[src/rtl/pio_in_edge.sv]
`default_nettype none
// ============================================================================
//  Module      : pio_in_edge
//  Description : Avalon-MM input PIO slave. Synchronises a WIDTH-bit
//                asynchronous input bus, exposes its level, latches per-bit
//                edges into sticky write-1-to-clear bits and drives a
//                maskable level interrupt. Read latency is one clock.
//  Revision    : 1.0 - initial release
// ============================================================================
module pio_in_edge #(
  parameter int WIDTH       = 8,
  parameter int SYNC_STAGES = 2,
  parameter int EDGE_TYPE   = 0
) (
  input  logic             clk,
  input  logic             reset_n,
  input  logic [1:0]       address,
  input  logic             chipselect,
  input  logic             write_n,
  input  logic [WIDTH-1:0] writedata,
  input  logic [WIDTH-1:0] in_port,
  output logic [WIDTH-1:0] readdata,
  output logic             irq
);

  localparam logic [1:0] c_ADDR_DATA     = 2'd0;
  localparam logic [1:0] c_ADDR_RESERVED = 2'd1;
  localparam logic [1:0] c_ADDR_IRQMASK  = 2'd2;
  localparam logic [1:0] c_ADDR_EDGECAP  = 2'd3;

  // Edge detection stays off until the synchroniser has refilled and prev
  // has caught up, so levels present at reset release never look like edges.
  localparam int                  c_WARM_CYCLES = SYNC_STAGES + 1;
  localparam int                  c_WARM_W      = $clog2(c_WARM_CYCLES + 1);
  localparam logic [c_WARM_W-1:0] c_WARM_DONE   = c_WARM_W'(c_WARM_CYCLES);
  localparam logic [c_WARM_W-1:0] c_WARM_ONE    = c_WARM_W'(1);

  logic [SYNC_STAGES-1:0][WIDTH-1:0] r_sync_chain;
  logic [WIDTH-1:0]                  r_prev;
  logic [WIDTH-1:0]                  r_irqmask;
  logic [WIDTH-1:0]                  r_edgecap;
  logic [c_WARM_W-1:0]               r_warm_cnt;

  logic [WIDTH-1:0] w_sync;
  logic [WIDTH-1:0] w_rise;
  logic [WIDTH-1:0] w_fall;
  logic [WIDTH-1:0] w_edge_raw;
  logic [WIDTH-1:0] w_edge;
  logic [WIDTH-1:0] w_clear;
  logic [WIDTH-1:0] w_rdata;
  logic             w_armed;
  logic             w_write;
  logic             w_wr_mask;
  logic             w_wr_ecap;

  assign w_sync    = r_sync_chain[SYNC_STAGES-1];
  assign w_rise    = w_sync & ~r_prev;
  assign w_fall    = ~w_sync & r_prev;
  assign w_armed   = (r_warm_cnt == c_WARM_DONE);
  assign w_edge    = w_armed ? w_edge_raw : '0;

  assign w_write   = chipselect & ~write_n;
  assign w_wr_mask = w_write && (address == c_ADDR_IRQMASK);
  assign w_wr_ecap = w_write && (address == c_ADDR_EDGECAP);
  assign w_clear   = w_wr_ecap ? writedata : '0;

  // Edge polarity is fixed at elaboration time.
  generate
    if (EDGE_TYPE == 0) begin : g_edge_rise
      assign w_edge_raw = w_rise;
    end else if (EDGE_TYPE == 1) begin : g_edge_fall
      assign w_edge_raw = w_fall;
    end else begin : g_edge_any
      assign w_edge_raw = w_rise | w_fall;
    end
  endgenerate

  // Metastability chain: stage 0 samples the raw pins, last stage is sync.
  always_ff @(posedge clk or negedge reset_n) begin
    if (!reset_n) begin
      r_sync_chain <= '0;
    end else begin
      r_sync_chain <= {r_sync_chain[SYNC_STAGES-2:0], in_port};
    end
  end

  // prev follows sync every cycle, including during warm-up.
  always_ff @(posedge clk or negedge reset_n) begin
    if (!reset_n) begin
      r_prev <= '0;
    end else begin
      r_prev <= w_sync;
    end
  end

  // Warm-up counter saturates once edge detection is armed.
  always_ff @(posedge clk or negedge reset_n) begin
    if (!reset_n) begin
      r_warm_cnt <= '0;
    end else if (!w_armed) begin
      r_warm_cnt <= r_warm_cnt + c_WARM_ONE;
    end
  end

  // Interrupt mask register.
  always_ff @(posedge clk or negedge reset_n) begin
    if (!reset_n) begin
      r_irqmask <= '0;
    end else if (w_wr_mask) begin
      r_irqmask <= writedata;
    end
  end

  // Sticky edge capture; a new edge overrides a same-cycle clear on that bit.
  always_ff @(posedge clk or negedge reset_n) begin
    if (!reset_n) begin
      r_edgecap <= '0;
    end else begin
      r_edgecap <= (r_edgecap & ~w_clear) | w_edge;
    end
  end

  // Level interrupt from the registered capture and mask state.
  always_ff @(posedge clk or negedge reset_n) begin
    if (!reset_n) begin
      irq <= 1'b0;
    end else begin
      irq <= |(r_edgecap & r_irqmask);
    end
  end

  // Read mux; not qualified by chipselect.
  always_comb begin
    w_rdata = '0;
    case (address)
      c_ADDR_DATA:     w_rdata = w_sync;
      c_ADDR_RESERVED: w_rdata = '0;
      c_ADDR_IRQMASK:  w_rdata = r_irqmask;
      c_ADDR_EDGECAP:  w_rdata = r_edgecap;
      default:         w_rdata = '0;
    endcase
  end

  // Registered read data gives the one-clock read latency.
  always_ff @(posedge clk or negedge reset_n) begin
    if (!reset_n) begin
      readdata <= '0;
    end else begin
      readdata <= w_rdata;
    end
  end

endmodule
`default_nettype wire

[config.mk]
export PLATFORM = sky130hd
export DESIGN_NAME = pio_in_edge
export DESIGN_NICKNAME = d
export VERILOG_FILES = /design/src/rtl/pio_in_edge.sv
export SDC_FILE = /design/constraint.sdc
export NUM_CORES = 1
export LEC_CHECK = 0
export ABC_CLOCK_PERIOD_IN_PS = 2150
export CAP_MARGIN = 30
export CORE_MARGIN = 4
export CORE_UTILIZATION = 56
export DETAILED_ROUTE_END_ITERATION = 8
export GPL_ROUTABILITY_DRIVEN = 0
export GPL_TIMING_DRIVEN = 0
export PLACE_DENSITY = 0.95
export SLEW_MARGIN = 20
export SYNTH_ARGS = -nofsm -noshare
export SYNTH_HDL_FRONTEND = slang
export SYNTH_SLANG_ARGS = --single-unit
[constraint.sdc]
create_clock -name clk -period 2.15 [get_ports clk]
set_clock_uncertainty 0.15 [all_clocks]
set_input_delay 0.43 -clock clk [delete_from_list [all_inputs] [get_ports clk]]
set_output_delay 0.43 -clock clk [all_outputs]
set_load 0.02 [all_outputs]
==> metrics <==
Max Buffers Root-to-Sink 2; WL/cell approximately 16 µm; Power Internal roughly 0.0014 W; Reg power frac 0.585; Peak Freq about 0.53 GHz; Crit path max-delay family buffers and inverters; sw frac 0.228; CP Buf/Inv Count 1; die area roughly 4500 µm²; initial antenna violation count 0; CTS root buf clkbuf_4; Req. time, crit path approximately 1600 ps; Mapped Nets 147; CTS Sinks around 50; Hold Crit Class reg2reg; Worst Setup Start Kind flip-flop; CP arrival between 1000 and 1500 ps; CTS tree yes; Distinct cells, synth 18; post-DR vias/cell 5.25; post-cts sizing count 0; Total GRT Usage 0.176; share of layout cells above drive strength 1 0.190; total chip power ~0.0019 W; CP Cell Sequence clkdlybuf4s50_1; Slew headroom 0.756; RSZ-0062 raised after global routing no; row cnt 21; largest net degree at the start of global routing 37; Die Ht 66.8 µm; crit path from readdata[2]$_DFF_PN0_; Skew-Pair Late Insertion Delay ~350 ps; PortBufs 30; most frequent cells in the layout dfrtp_1 (51), clkdlybuf4s50_1 (29); IO Count 31; clock share of power 0.272; reg2reg start r_warm_cnt[0]$_DFFE_PN0N_; Gate power share 0.144; GRT overflow 0; final hold vios 0; crit end category output pin; placed insts about 200; reg-to-reg endpoint r_warm_cnt[1]$_DFFE_PN0N_; Initial Utilization 0.579; Stages on worst setup path 1; Crit Path Max Fanout 1; Avg Cell Area, Syn 15.6 µm²; PD cells around 780 nW/µm²; Area growth, synth to finish 23.5%; worst vdd ir between 0.0004 and 0.0005 V; via count ~1100; r2r setup slk 750 ps; fin cells around 210; P_leak between 1 and 1.5 nW; drt pass-1 iters 4; Post-DP HPWL between 2000 and 2500 µm; Final Util 0.715; Seq/Total Area, Yosys 0.660; htree depth 2; CTS buffer count 5; Max-Cap Viols 0; fin crit share 0.882; TNS Setup 0 ps; finished layout cell area approximately 2400 µm²; DR iter-0 viols 59; die width ~67 µm; worst setup path endpoint readdata[2]; R2R cell count 3; placed cell areas 2310 µm²; Period minus WS final 1900 ps; CORE AREA approximately 3300 µm²; status completed; ant diodes 0; fin. max-slew vios 0; #FFs+latches synth between 50 and 60; max incr delay on CP around 600 ps; # nets final approximately 190; NetSw 0.000422 W; first-pass GRT wire length around 5700 µm; Ys Warns 0; DR DRC count 0; critical path's slowest cell clkdlybuf4s50_1; number of global-route vias before repair ~1200; Reg clk slew, reported paths between 100 and 150 ps; drt total wl about 3300 µm; worst setup path class reg2out; commonest non-fill, non-tap cell in the layout dfrtp_1; Post-DRT Antenna Nets 0; synthesized cell area around 1900 µm²; endpoints failing setup 0; worst slew pin tran 366 ps; Gate Count Post-Synth 124
[per-layer routing]
layer  share of wire  GRT usage
met4           0.015     0.0609
met2            0.49      0.285
met1            0.45      0.232
met3           0.048     0.0455
met5               0          0
[logic make-up after synthesis]
kind of cell	after synthesis	share of synthesized area
AO/OA/AOI/OAI	20	0.104
XOR/XNOR	1	0.00453
adder cells (fa/ha/maj)	1	0.00647
buffers and inverters	14	0.0408
flip-flops	51	0.660
multiplexers	17	0.109
AND/OR/NAND/NOR	20	0.0751
[layout make-up]
cell class | count | area, µm²
fill | 220 | 950
clock buffer | 6 | 41.3
tap | 46 | 57.6
inverter | 8 | 30.0
clock inverter | 1 | 30.0
buffer | 6 | 48.8
multi-input combinational | 59 | 578
timing repair buffer | 32 | 325
sequential | 51 | 1280
[state kept, by name, indices dropped and copies added, names as in the netlist]
register / cells
w_sync: 8
irq: 1
r_prev: 8
r_warm_cnt: 2
r_sync_chain: 8
r_edgecap: 8
r_irqmask: 8
readdata: 8
[worst min-delay path by stage]
| stage | startpoint | endpoint | slack, ps | cells after the start |
|---|---|---|---|---|
| 2_1_floorplan | reset_n | irq$_DFF_PN0_ | -20 | 0 |
| 3_3_place_gp | r_sync_chain[7]$_DFF_PN0_ | w_sync[7]$_DFF_PN0_ | 180 | 0 |
| 3_5_place_dp | r_sync_chain[5]$_DFF_PN0_ | w_sync[5]$_DFF_PN0_ | 190 | 0 |
| 4_1_cts | r_sync_chain[4]$_DFF_PN0_ | w_sync[4]$_DFF_PN0_ | 200 | 0 |
| 5_1_grt | r_sync_chain[1]$_DFF_PN0_ | w_sync[1]$_DFF_PN0_ | 220 | 0 |
| 6_report | r_sync_chain[4]$_DFF_PN0_ | w_sync[4]$_DFF_PN0_ | 200 | 0 |
[through the flow]
step           worst slack, ps  hold slack, ps
4_1_cts                    230             204
5_1_grt                    197             221
3_5_place_dp               226             186
6_report                   254             201
2_1_floorplan              746           -15.6
3_3_place_gp              -778             182
[power groups by stage]
stage          Sequential (W)  Combinational, W  Clock, W
3_3_place_gp          0.00110          0.000257         0
3_5_place_dp          0.00111          0.000268         0
2_1_floorplan         0.00111          0.000127         0
4_1_cts               0.00109          0.000270  0.000521
6_report              0.00109          0.000267  0.000504
5_1_grt               0.00110          0.000288  0.000562
[synthesized netlist by cell type]
library cell | n | area share
buf_6 | 3 | 0.017
ha_1 | 1 | 0.0065
nand4_1 | 1 | 0.0032
xnor2_1 | 1 | 0.0045
and2_1 | 1 | 0.0032
buf_2 | 3 | 0.0078
and4bb_1 | 1 | 0.0065
mux2_4 | 8 | 0.062
a22oi_1 | 4 | 0.016
nand3b_1 | 8 | 0.031
inv_1 | 8 | 0.016
o211ai_2 | 8 | 0.052
o2bb2ai_1 | 8 | 0.036
dfrtp_1 | 51 | 0.66
mux2i_1 | 8 | 0.041
nand2b_1 | 8 | 0.026
mux2_2 | 1 | 0.0058
and4b_1 | 1 | 0.0052
[repair_timing]
item                      in CTS  in global routing
setup buffers                  0                  0
hold buffers                   1                  0
hold endpoints to repair      15                  0
Power figures use the tool's default switching activity.
